[src/rtl/pipe_stage_reg.sv]
// Elastic pipeline-stage register: main + skid entry, valid/ready on both
// sides, flush loads a zero-control bubble that carries a rewound PC.
module pipe_stage_reg #(
   parameter int unsigned     DATA_W   = 128,
   parameter int unsigned     CTRL_W   = 24,
   parameter int unsigned     PC_W     = 32,
   parameter logic [PC_W-1:0] PC_RESET = PC_W'(32'h8000_0000),
   parameter int unsigned     PC_STEP  = 4
) (
   input  logic              clk,
   input  logic              reset,
   input  logic              flush,
   input  logic              in_valid,
   output logic              in_ready,
   input  logic [PC_W-1:0]   in_pc,
   input  logic [DATA_W-1:0] in_data,
   input  logic [CTRL_W-1:0] in_ctrl,
   output logic              out_valid,
   input  logic              out_ready,
   output logic [PC_W-1:0]   out_pc,
   output logic [DATA_W-1:0] out_data,
   output logic [CTRL_W-1:0] out_ctrl,
   output logic              out_bubble,
   output logic [1:0]        occupancy
);

   typedef enum logic [1:0] {
      OCC_EMPTY = 2'd0,
      OCC_ONE   = 2'd1,
      OCC_TWO   = 2'd2
   } occ_e;

   occ_e              state, state_n;
   logic              in_ready_n;
   logic              out_valid_n;
   logic [PC_W-1:0]   main_pc_n;
   logic [DATA_W-1:0] main_data_n;
   logic [CTRL_W-1:0] main_ctrl_n;
   logic              main_bub_n;
   logic [PC_W-1:0]   skid_pc, skid_pc_n;
   logic [DATA_W-1:0] skid_data, skid_data_n;
   logic [CTRL_W-1:0] skid_ctrl, skid_ctrl_n;
   logic              skid_bub, skid_bub_n;
   logic              accept;
   logic              emit;

   assign accept    = in_valid & in_ready;
   assign emit      = out_valid & out_ready;
   assign occupancy = 2'(state);

   // State, main (output) and skid registers.
   always_ff @(posedge clk or negedge reset) begin
      if (!reset) begin
         state      <= OCC_EMPTY;
         in_ready   <= 1'b1;
         out_valid  <= 1'b0;
         out_pc     <= PC_RESET;
         out_data   <= '0;
         out_ctrl   <= '0;
         out_bubble <= 1'b0;
         skid_pc    <= '0;
         skid_data  <= '0;
         skid_ctrl  <= '0;
         skid_bub   <= 1'b0;
      end else begin
         state      <= state_n;
         in_ready   <= in_ready_n;
         out_valid  <= out_valid_n;
         out_pc     <= main_pc_n;
         out_data   <= main_data_n;
         out_ctrl   <= main_ctrl_n;
         out_bubble <= main_bub_n;
         skid_pc    <= skid_pc_n;
         skid_data  <= skid_data_n;
         skid_ctrl  <= skid_ctrl_n;
         skid_bub   <= skid_bub_n;
      end
   end

   // Occupancy transitions and entry movement; flush overrides everything.
   always_comb begin
      state_n     = state;
      main_pc_n   = out_pc;
      main_data_n = out_data;
      main_ctrl_n = out_ctrl;
      main_bub_n  = out_bubble;
      skid_pc_n   = skid_pc;
      skid_data_n = skid_data;
      skid_ctrl_n = skid_ctrl;
      skid_bub_n  = skid_bub;

      if (flush) begin
         // Held and incoming entries are dropped; the PC rewinds to the
         // address of the instruction being flushed when one is presented.
         state_n     = OCC_ONE;
         main_data_n = '0;
         main_ctrl_n = '0;
         main_bub_n  = 1'b1;
         if (in_valid) main_pc_n = in_pc - PC_W'(PC_STEP);
         skid_pc_n   = '0;
         skid_data_n = '0;
         skid_ctrl_n = '0;
         skid_bub_n  = 1'b0;
      end else begin
         case (state)
            OCC_EMPTY: begin
               if (accept) begin
                  state_n     = OCC_ONE;
                  main_pc_n   = in_pc;
                  main_data_n = in_data;
                  main_ctrl_n = in_ctrl;
                  main_bub_n  = 1'b0;
               end
            end
            OCC_ONE: begin
               if (accept && emit) begin
                  main_pc_n   = in_pc;
                  main_data_n = in_data;
                  main_ctrl_n = in_ctrl;
                  main_bub_n  = 1'b0;
               end else if (accept) begin
                  state_n     = OCC_TWO;
                  skid_pc_n   = in_pc;
                  skid_data_n = in_data;
                  skid_ctrl_n = in_ctrl;
                  skid_bub_n  = 1'b0;
               end else if (emit) begin
                  state_n = OCC_EMPTY;
               end
            end
            OCC_TWO: begin
               if (emit) begin
                  state_n     = OCC_ONE;
                  main_pc_n   = skid_pc;
                  main_data_n = skid_data;
                  main_ctrl_n = skid_ctrl;
                  main_bub_n  = skid_bub;
               end
            end
            default: state_n = OCC_EMPTY;
         endcase
      end

      out_valid_n = (state_n != OCC_EMPTY);
      in_ready_n  = (state_n != OCC_TWO);
   end

endmodule

[config.mk]
export PLATFORM = sky130hd
export DESIGN_NAME = pipe_stage_reg
export DESIGN_NICKNAME = d
export VERILOG_FILES = /design/src/rtl/pipe_stage_reg.sv
export SDC_FILE = /design/constraint.sdc
export NUM_CORES = 1
export LEC_CHECK = 0
export BUFFER_PORTS_ARGS = -buffer_cell sky130_fd_sc_hd__clkbuf_2
export CAP_MARGIN = 20
export CORE_MARGIN = 10
export CORE_UTILIZATION = 35
export DETAILED_ROUTE_END_ITERATION = 10
export SETUP_SLACK_MARGIN = 0.2
export SLEW_MARGIN = 0
export SYNTH_ARGS = -nofsm -noshare
export SYNTH_HDL_FRONTEND = slang
export SYNTH_SLANG_ARGS = --single-unit
export TNS_END_PERCENT = 10
[constraint.sdc]
create_clock -name clk -period 3.1 [get_ports clk]
set_input_delay 0.465 -clock clk [delete_from_list [all_inputs] [get_ports clk]]
set_output_delay 0.465 -clock clk [all_outputs]
set_load 0.005 [all_outputs]
==> flow_summary.json, run 1 <==
{
  "cts_sinks": 373,
  "fillers": 4748,
  "track_usage_pct": 17.2,
  "rrSetupSlack_ns": 0.41,
  "drtIter0Drc": 964,
  "drv_slew": 0,
  "start_util_pct": 35.5,
  "drv_cap": 0,
  "skew_ns": 0.0280,
  "synth_nets": 1988,
  "place_area_mm2": 0.0200,
  "layout-drive-gt1-share_pct": 23.4,
  "clockRootBuffer": "clkbuf_16",
  "cts-buffers-inserted": 43,
  "criticalPathCategory": "register to register",
  "clock_path_buffers": 3,
  "tightest_slew_ns": 0.907,
  "timing.rr.end": "out_ctrl[12]$_DFFE_PN0P_",
  "portBuffers": 377,
  "avgSynthCellArea_um2": 9.68,
  "yosysTopAreaCell": "dfrtp_1",
  "area_delta_synth_final_pct": 23.2,
  "nets": 2296,
  "crit_chain": "inv_1 -> ha_4 -> buf_4 -> buf_4 -> mux2i_1 -> a211oi_1",
  "clk-insertion-delay-late_ns": 0.56,
  "synthTopCellsByArea": "dfrtp_1, mux2i_1, nand2_1, a211oi_1, a21oi_1",
  "ys_warn_count": 0,
  "crit_fanout": 47,
  "vias": 14324,
  "startpoint_type": "register",
  "hold_violations": 0,
  "path_common_cell": "buf_4",
  "tritoncts": "built",
  "worst_setup_path_end_kind": "register",
  "async_reset_ff_share_pct": 100,
  "core_mm2": 0.0490,
  "h-tree-depth": 2,
  "grt_setup_unrepaired": "no",
  "die_width_um": 243,
  "cts_resized": 0,
  "fp.dieH_um": 243,
  "fin_area_mm2": 0.0214,
  "setup_viol": 0,
  "holdPathEnd": "skid_data[94]$_DFFE_PN0P_",
  "dieArea_mm2": 0.0589,
  "ios": 378,
  "path_buf_inv": 3,
  "post_cts.repair.setup_buffers": 0,
  "gp_congestion": 0.828,
  "whs_path_depth": 3,
  "status": "finished clean",
  "power.density_mw_per_mm2": 878,
  "hold_class": "primary input to register",
  "ys_ff_latch": 373,
  "worstRegToRegCells": 6,
  "antenna_found_initial": 2,
  "timing.final.crit_share_pct": 86.8,
  "critPathTopFamily": "buffers and inverters",
  "synth_cell_types": 67,
  "hpwl_um": 34900,
  "final_common_cell": "nand2_1",
  "synth-edff-count": 0,
  "syn_area_mm2": 0.0174,
  "slowest_stage": "buf_4",
  "period_minus_slack_ns": 2.69,
  "min_from": "in_data[94]",
  "setup_tns_ns": 0,
  "ant_nets": 0,
  "ir_drop_mv": 0.744,
  "first_pass_iters": 7,
  "cp_data_required_time_ns": 3.54,
  "overflow": 0,
  "r2r-start": "occupancy[0]$_DFF_PN0_",
  "max_freq_ghz": 0.372,
  "yosysSeqAreaShare_pct": 53.8,
  "synth_top_area_share_pct": 53.5,
  "clk_pin_slew_ns": 0.06,
  "cp.arrival_ns": 3.13,
  "relSlewSlack_pct": 39.5,
  "grt_max_degree": 173,
  "drc": 0,
  "wirelength_um": 52400,
  "layout_common_cells": "nand2_1, clkbuf_2, dfrtp_1",
  "yosys_most_used_dff": "dfrtp_1",
  "slowest_delay_ns": 0.78,
  "grt_pass1_wl_um": 83400,
  "grt_pass1_vias": 14290,
  "synthCells": 1794,
  "viasPerCell": 5.13,
  "post_drt_wl_per_cell_um": 18.7,
  "rows": 81,
  "leakage_nw": 9.39
}
[stage by stage]
stage,setup WS (ns),power [W],util (%),hold WS (ns),std cells
detailed placement,0.397,0.0138,40.8,0.468,2720
global route,0.252,0.0201,43.7,0.107,2794
CTS,0.395,0.0190,43.7,0.0917,2793
global placement,0.484,0.0136,40.8,0.461,2720
finish,0.410,0.0188,43.7,0.129,2794
floorplan,0.976,0.0110,-,0.169,1794
[worst register-to-register path, cell delays in order, from the launching register on]
cell and delay, ns:
dfrtp_1 0.42, inv_1 0.17, ha_4 0.18, buf_4 0.52, buf_4 0.80, mux2i_1 0.22, a211oi_1 0.29
[timing repair]
action	CTS	global route
setup endpoints to repair	0	10
hold buffers	1	0
endpoints found under the hold margin	64	0
[worst max-delay path by stage]
stage,start,end,slack [ns],cells past startpoint
floorplan,occupancy[0]$_DFF_PN0_,out_pc[13]$_DFFE_PN0P_,0.98,8
global placement,occupancy[0]$_DFF_PN0_,out_data[108]$_DFFE_PN0P_,0.48,6
detailed placement,occupancy[1]$_DFF_PN0_,out_ctrl[3]$_DFFE_PN0P_,0.40,7
CTS,occupancy[1]$_DFF_PN0_,out_ctrl[3]$_DFFE_PN0P_,0.40,7
global route,occupancy[1]$_DFF_PN0_,out_ctrl[12]$_DFFE_PN0P_,0.25,7
finish,occupancy[0]$_DFF_PN0_,out_ctrl[12]$_DFFE_PN0P_,0.41,6
[layout make-up]
class	count	area, um^2	share of cell area, %
tap	664	831	3.88
inverter	5	18.8	0.0878
antenna	1	2.50	0.0117
clock buffer	62	1240	5.79
clock inverter	10	171	0.801
multi-input combinational	1264	7410	34.6
timing repair buffer	415	2380	11.1
sequential	373	9340	43.7
[kinds of logic (layout without fill, tap and decap cells)]
group | Yosys count | in the layout | share of synthesized area, %
AO/OA/AOI/OAI | 432 | 432 | 16.0
XOR/XNOR | 11 | 11 | 0.555
adder cells (fa/ha/maj) | 6 | 6 | 0.418
buffers and inverters | 157 | 492 | 3.76
flip-flops | 373 | 373 | 53.8
multiplexers | 177 | 177 | 10.2
other | 0 | 1 | 0
AND/OR/NAND/NOR | 638 | 638 | 15.3
[sequential cells by signal, indices dropped and copies added (netlist names)]
signal / count
in_ready: 1
skid_data: 128
out_bubble: 1
out_valid: 1
out_pc: 32
skid_pc: 32
occupancy: 2
out_ctrl: 24
skid_ctrl: 24
out_data: 128
[power breakdown]
part,switching [W],internal [W]
Sequential,0.000810,0.00615
Combinational,0.00408,0.00262
Clock,0.00201,0.00310
Total,0.00691,0.0119
[Yosys cell counts (all sizes together), types with 7 or more instances]
library cell	n
xor2	7
nor4	9
a21oi	196
buf	48
nor3	11
clkbuf	104
dfrtp	371
nor2b	9
a21o	8
a211oi	166
mux2i	173
nand2	401
o21ai	23
nor2	164
[routing by layer]
layer | track usage [%] | share of wire (%)
met5 | 0 | 0.034
met4 | 5.02 | 2.2
met3 | 4.17 | 6.0
met2 | 28.1 | 49
met1 | 22.2 | 43
Power figures use the tool's default switching activity.
==> run 2, diff against run 1 <==
==> constraint.sdc (replaced) <==
create_clock -name clk -period 2.7 [get_ports clk]
set_input_delay 0.135 -clock clk [delete_from_list [all_inputs] [get_ports clk]]
set_output_delay 0.135 -clock clk [all_outputs]
set_load 0.005 [all_outputs]
==> run 2 against run 1 <==
Fmax is 11% higher; largest power group unchanged; first-iteration DRC count is 6.5% higher; largest cell class unchanged; critical path depth is 2 higher; core utilization is 3.7 points higher; clock skew is 0.0090 ns lower; final cell count is 6.9% higher; global-route usage is 0.81 points higher; die area stayed put; routed wire length is 4.1% higher; register-to-register slack worse by 0.12 ns; count of clock-buffer cells in the layout is 4 higher; highest routed layer is now met4.
==> flow_summary.json, run 2 (synthesized netlist as in run 1, its figures left out) <==
{
  "tritoncts": "built",
  "timing.rr.end": "out_data[0]$_DFFE_PN0P_",
  "setup_viol": 0,
  "clock_path_buffers": 3,
  "crit_fanout": 44,
  "timing.final.ws_setup_ns": 0.287,
  "hpwl_um": 35100,
  "status": "finished clean",
  "overflow": 0,
  "dieArea_mm2": 0.0589,
  "portBuffers": 377,
  "rows": 81,
  "hold_violations": 0,
  "drv_slew": 0,
  "layout_common_cells": "nand2_1, clkbuf_2, dfrtp_1",
  "power.density_mw_per_mm2": 926,
  "drc": 0,
  "dp_cells": 2719,
  "timing.final.crit_share_pct": 89.4,
  "fin_area_mm2": 0.0232,
  "startpoint_type": "register",
  "post_cts.repair.setup_buffers": 0,
  "clk_pin_slew_ns": 0.06,
  "multi_input_area_mm2": 0.00742,
  "final_common_cell": "nand2_1",
  "start_util_pct": 35.5,
  "grt_setup_unrepaired": "yes",
  "fillers": 4507,
  "area.sequential_mm2": 0.00934,
  "gp_congestion": 0.829,
  "cts-buffers-inserted": 43,
  "period_minus_slack_ns": 2.41,
  "whs_path_depth": 3,
  "cts_sinks": 373,
  "cp.arrival_ns": 2.85,
  "vias": 15291,
  "drtIter0Drc": 1027,
  "drv_cap": 0,
  "max_freq_ghz": 0.414,
  "ios": 378,
  "hold_class": "primary input to register",
  "viasPerCell": 5.12,
  "r2r-start": "occupancy[0]$_DFF_PN0_",
  "die_width_um": 243,
  "grt_max_degree": 187,
  "skew_ns": 0.0190,
  "h-tree-depth": 2,
  "clk-insertion-delay-late_ns": 0.55,
  "wirelength_um": 54500,
  "pre_cts_slack_ns": 0.219,
  "worstRegToRegCells": 8,
  "tightest_slew_ns": 0.997,
  "track_usage_pct": 18.0,
  "relSlewSlack_pct": 33.5,
  "clockRootBuffer": "clkbuf_16",
  "ant_nets": 0,
  "nets": 2482,
  "setup_tns_ns": 0,
  "fp.dieH_um": 243,
  "core_mm2": 0.0490,
  "rrSetupSlack_ns": 0.29,
  "ir_drop_mv": 0.673,
  "criticalPathCategory": "register to register",
  "antenna_found_initial": 6,
  "grt_pass1_wl_um": 87600,
  "stdcell_count": 2986,
  "post_drt_wl_per_cell_um": 18.3,
  "cp_data_required_time_ns": 3.13,
  "leakage_nw": 10.1,
  "top_regs": "out_data: 128 flops, skid_data: 128 flops",
  "area_delta_synth_final_pct": 33.6,
  "grt_pass1_vias": 15458,
  "min_from": "in_valid",
  "layout-drive-gt1-share_pct": 21.5,
  "worst_setup_path_end_kind": "register",
  "first_pass_iters": 5,
  "place_area_mm2": 0.0200,
  "holdPathEnd": "out_pc[24]$_DFFE_PN0P_"
}
[run 2: cell types whose count changed in the layout (fill, tap and decap cells not counted), moves of 3 or more]
cell	change
dlygate4sd3_1	+187
bufinv_16	-4
diode_2	+5
buf_4	-3
clkbuf_8	+3
[run 2: timing repair]
item / CTS / global route
hold endpoints to repair: 404 / 0
gates cloned: 0 / 0
resized for setup: 1 / 3
endpoints found under the setup margin: 1 / 50
hold buffers: 188 / 0
pin swaps: 1 / 0
[run 2: stage by stage]
stage	utilization [%]	hold slack, ns	power, W
floorplan	-	-0.161	0.0127
global placement	40.8	0.169	0.0157
detailed placement	40.8	0.165	0.0159
CTS	47.3	0.0810	0.0217
global route	47.4	0.122	0.0230
finish	47.4	0.135	0.0215
[run 2: area by class of cell]
type | instances | share of cell area, %
tap | 664 | 3.58
clock buffer | 66 | 5.44
clock inverter | 7 | 0.200
multi-input combinational | 1264 | 32.0
timing repair buffer | 601 | 18.4
inverter | 5 | 0.0809
sequential | 373 | 40.2
antenna | 6 | 0.0647
[run 2: per-layer routing]
layer | global-route usage, % | up-vias | share of wire, % | wire, um
li1 | - | 7237 | - | -
met1 | 22.8 | 7469 | 42 | 23100
met2 | 29.0 | 446 | 48 | 26400
met3 | 3.28 | 139 | 4.8 | 2620
met4 | 9.24 | 0 | 4.4 | 2420
met5 | 0 | - | 0 | 0
[run 2: where the power goes]
group | internal, W | leakage (nW) | switching, W
sequential | 0.00706 | 4.96 | 0.000960
clock | 0.00320 | 0.646 | 0.00229
combinational | 0.00321 | 4.54 | 0.00474
[run 2: worst max-delay path, cell delays in order, from the launching register on]
cell and delay [ns]:
dfrtp_1 0.41, inv_1 0.13, ha_1 0.32, nor2_1 0.07
a2111oi_4 0.41, buf_12 0.27, buf_4 0.30, nor2_1 0.08
a211oi_1 0.26
[run 2: worst max-delay path by stage]
stage,endpoint,slack (ns),from
after floorplan,out_pc[13]$_DFFE_PN0P_,0.58,occupancy[0]$_DFF_PN0_
after global placement,out_pc[0]$_DFFE_PN0P_,0.24,occupancy[0]$_DFF_PN0_
after detailed placement,out_pc[0]$_DFFE_PN0P_,0.22,occupancy[0]$_DFF_PN0_
after CTS,out_pc[15]$_DFFE_PN0P_,0.22,occupancy[0]$_DFF_PN0_
after global routing,out_data[74]$_DFFE_PN0P_,0.12,occupancy[0]$_DFF_PN0_
final,out_data[0]$_DFFE_PN0P_,0.29,occupancy[0]$_DFF_PN0_
==> run 3, diff against run 2 <==
Settings changed: CORE_UTILIZATION 35 to 55, HOLD_SLACK_MARGIN set to 0.02, PLACE_DENSITY set to 0.81.
==> run 3 against run 2 <==
Sequential share of layout area is 0.59 points higher; highest routed layer unchanged; sequential power hardly changed; setup slack worse by 0.033 ns; fmax is 1.3% lower; flip-flop and latch count stayed put; die area is 34% lower; hold slack better by 0.0051 ns.
==> flow_summary.json, run 3 (synthesized netlist as in run 1, its figures left out) <==
{
  "hold_class": "primary input to register",
  "cp_data_required_time_ns": 3.09,
  "layout_common_cells": "nand2_1, clkbuf_2, dfrtp_1",
  "worst_setup_path_end_kind": "register",
  "final_common_cell": "nand2_1",
  "path_buf_inv": 3,
  "wirelength_um": 55400,
  "criticalPathCategory": "register to register",
  "layout-drive-gt1-share_pct": 21.6,
  "post_drt_wl_per_cell_um": 20.4,
  "status": "finished clean",
  "ant_nets": 0,
  "min_from": "in_valid",
  "vias": 16050,
  "die_width_um": 198,
  "timing.rr.end": "out_data[107]$_DFFE_PN0P_",
  "worstRegToRegCells": 8,
  "crit_fanout": 113,
  "clk-insertion-delay-late_ns": 0.52,
  "h-tree-depth": 2,
  "hold_violations": 0,
  "r2r-start": "occupancy[0]$_DFF_PN0_",
  "track_usage_pct": 27.6,
  "start_util_pct": 55.3,
  "drv_cap": 0,
  "critPathTopFamily": "buffers and inverters",
  "grt_pass1_wl_um": 88100,
  "drc": 0,
  "first_pass_iters": 5,
  "viasPerCell": 5.91,
  "gp_congestion": 0.862,
  "tritoncts": "built",
  "startpoint_type": "register",
  "slowest_delay_ns": 0.42,
  "cts-buffers-inserted": 40,
  "nets": 2478,
  "cp.arrival_ns": 2.84,
  "fp.dieH_um": 198,
  "relSlewSlack_pct": 54.8,
  "setup_tns_ns": 0,
  "crit_start": "occupancy[0]$_DFF_PN0_",
  "dieArea_mm2": 0.0391,
  "cts_sinks": 373,
  "drv_slew": 0,
  "hpwl_um": 32300,
  "portBuffers": 377,
  "period_minus_slack_ns": 2.45,
  "tightest_slew_ns": 0.677,
  "crit_chain": "inv_1 -> ha_1 -> nor2_1 -> a2111oi_4 -> buf_4 -> buf_16 -> nor2_1 -> a211oi_1",
  "whs_path_depth": 3,
  "grt_max_degree": 148,
  "dp_cells": 2455,
  "drtIter0Drc": 1385,
  "grt_pass1_vias": 16454,
  "ios": 378,
  "path_common_cell": "nor2_1",
  "clockRootBuffer": "clkbuf_16",
  "setup_viol": 0,
  "ir_drop_mv": 0.734,
  "power.density_mw_per_mm2": 944,
  "area_delta_synth_final_pct": 31.7,
  "fillers": 2000,
  "overflow": 0,
  "holdPathEnd": "out_pc[24]$_DFFE_PN0P_",
  "clk_pin_slew_ns": 0.06,
  "max_freq_ghz": 0.409,
  "antenna_found_initial": 2,
  "leakage_nw": 10.1,
  "rrSetupSlack_ns": 0.25,
  "clock_path_buffers": 3,
  "skew_ns": 0.0114,
  "slowest_stage": "dfrtp_1",
  "stdcell_count": 2717,
  "core_mm2": 0.0314,
  "grt_setup_unrepaired": "yes",
  "rows": 65,
  "timing.final.crit_share_pct": 90.6,
  "top_regs": "out_data: 128 flops, skid_data: 128 flops"
}
-- run 3: cell count changes in the layout (fill, tap and decap cells not counted), moves of 2 or more --
| cell | change |
|---|---|
| clkbuf_1 | -4 |
| buf_16 | +2 |
| bufinv_16 | +2 |
| clkinv_2 | +3 |
| clkbuf_16 | -2 |
| clkinv_4 | -2 |
| buf_12 | -2 |
| dlygate4sd3_1 | -2 |
-- run 3: timing repair --
item,CTS,global route
endpoints found under the setup margin,142,54
pin swaps,1,0
cloned,1,0
gates resized for setup,1,6
hold buffers,186,0
buffers inserted,2,0
endpoints found under the hold margin,414,0
-- run 3: how the worst max path moves through the flow --
stage                           endpoint  slack, ns  cells past startpoint
4_1_cts         out_data[61]$_DFFE_PN0P_       0.24                      9
3_3_place_gp    out_data[41]$_DFFE_PN0P_       0.22                      8
2_1_floorplan     out_pc[13]$_DFFE_PN0P_       0.58                      8
5_1_grt        out_data[107]$_DFFE_PN0P_       0.14                      8
6_report       out_data[107]$_DFFE_PN0P_       0.25                      8
3_5_place_dp    out_data[61]$_DFFE_PN0P_       0.02                      8
-- run 3: report_power, final --
group | switching [W] | total, W | internal [W] | leakage (nW)
logic | 0.00490 | 0.00814 | 0.00324 | 4.55
registers | 0.000992 | 0.00805 | 0.00706 | 4.96
clock network | 0.00217 | 0.00538 | 0.00321 | 0.636
-- run 3: worst min-delay path, stage by stage --
cell      delay [ns]
clkbuf_2        0.20
o21ai_0         0.20
a22oi_1         0.07
-- run 3: metal layers --
metal	up-vias	share of wire (%)	GRT usage (%)
met4	0	5.0	14.0
met5	-	0	0
met2	824	50	46.6
met1	7790	37	32.6
met3	198	8.2	6.16
li1	7238	-	-
-- run 3: metrics by stage --
stage / instance area, um^2 / hold slack [ns] / util [%] / setup WS, ns / total power (W)
3_3_place_gp: 19600 / 0.171 / 62.6 / 0.216 / 0.0153
3_5_place_dp: 19600 / 0.184 / 62.6 / 0.0165 / 0.0157
5_1_grt: 22900 / 0.187 / 72.8 / 0.143 / 0.0228
2_1_floorplan: 17400 / -0.161 / - / 0.576 / 0.0127
6_report: 22900 / 0.140 / 72.9 / 0.255 / 0.0216
4_1_cts: 22800 / 0.120 / 72.7 / 0.244 / 0.0214
-- run 3: cell type report --
class / instances / area, um^2 / share of cell area, %
clock inverters: 9 / 95.1 / 0.416
flip-flops and latches: 373 / 9340 / 40.8
repair buffers: 600 / 4300 / 18.8
multi-input cells: 1264 / 7420 / 32.4
well taps: 402 / 503 / 2.20
clock buffers: 59 / 1180 / 5.18
inverters: 5 / 18.8 / 0.0821
diodes: 5 / 12.5 / 0.0547
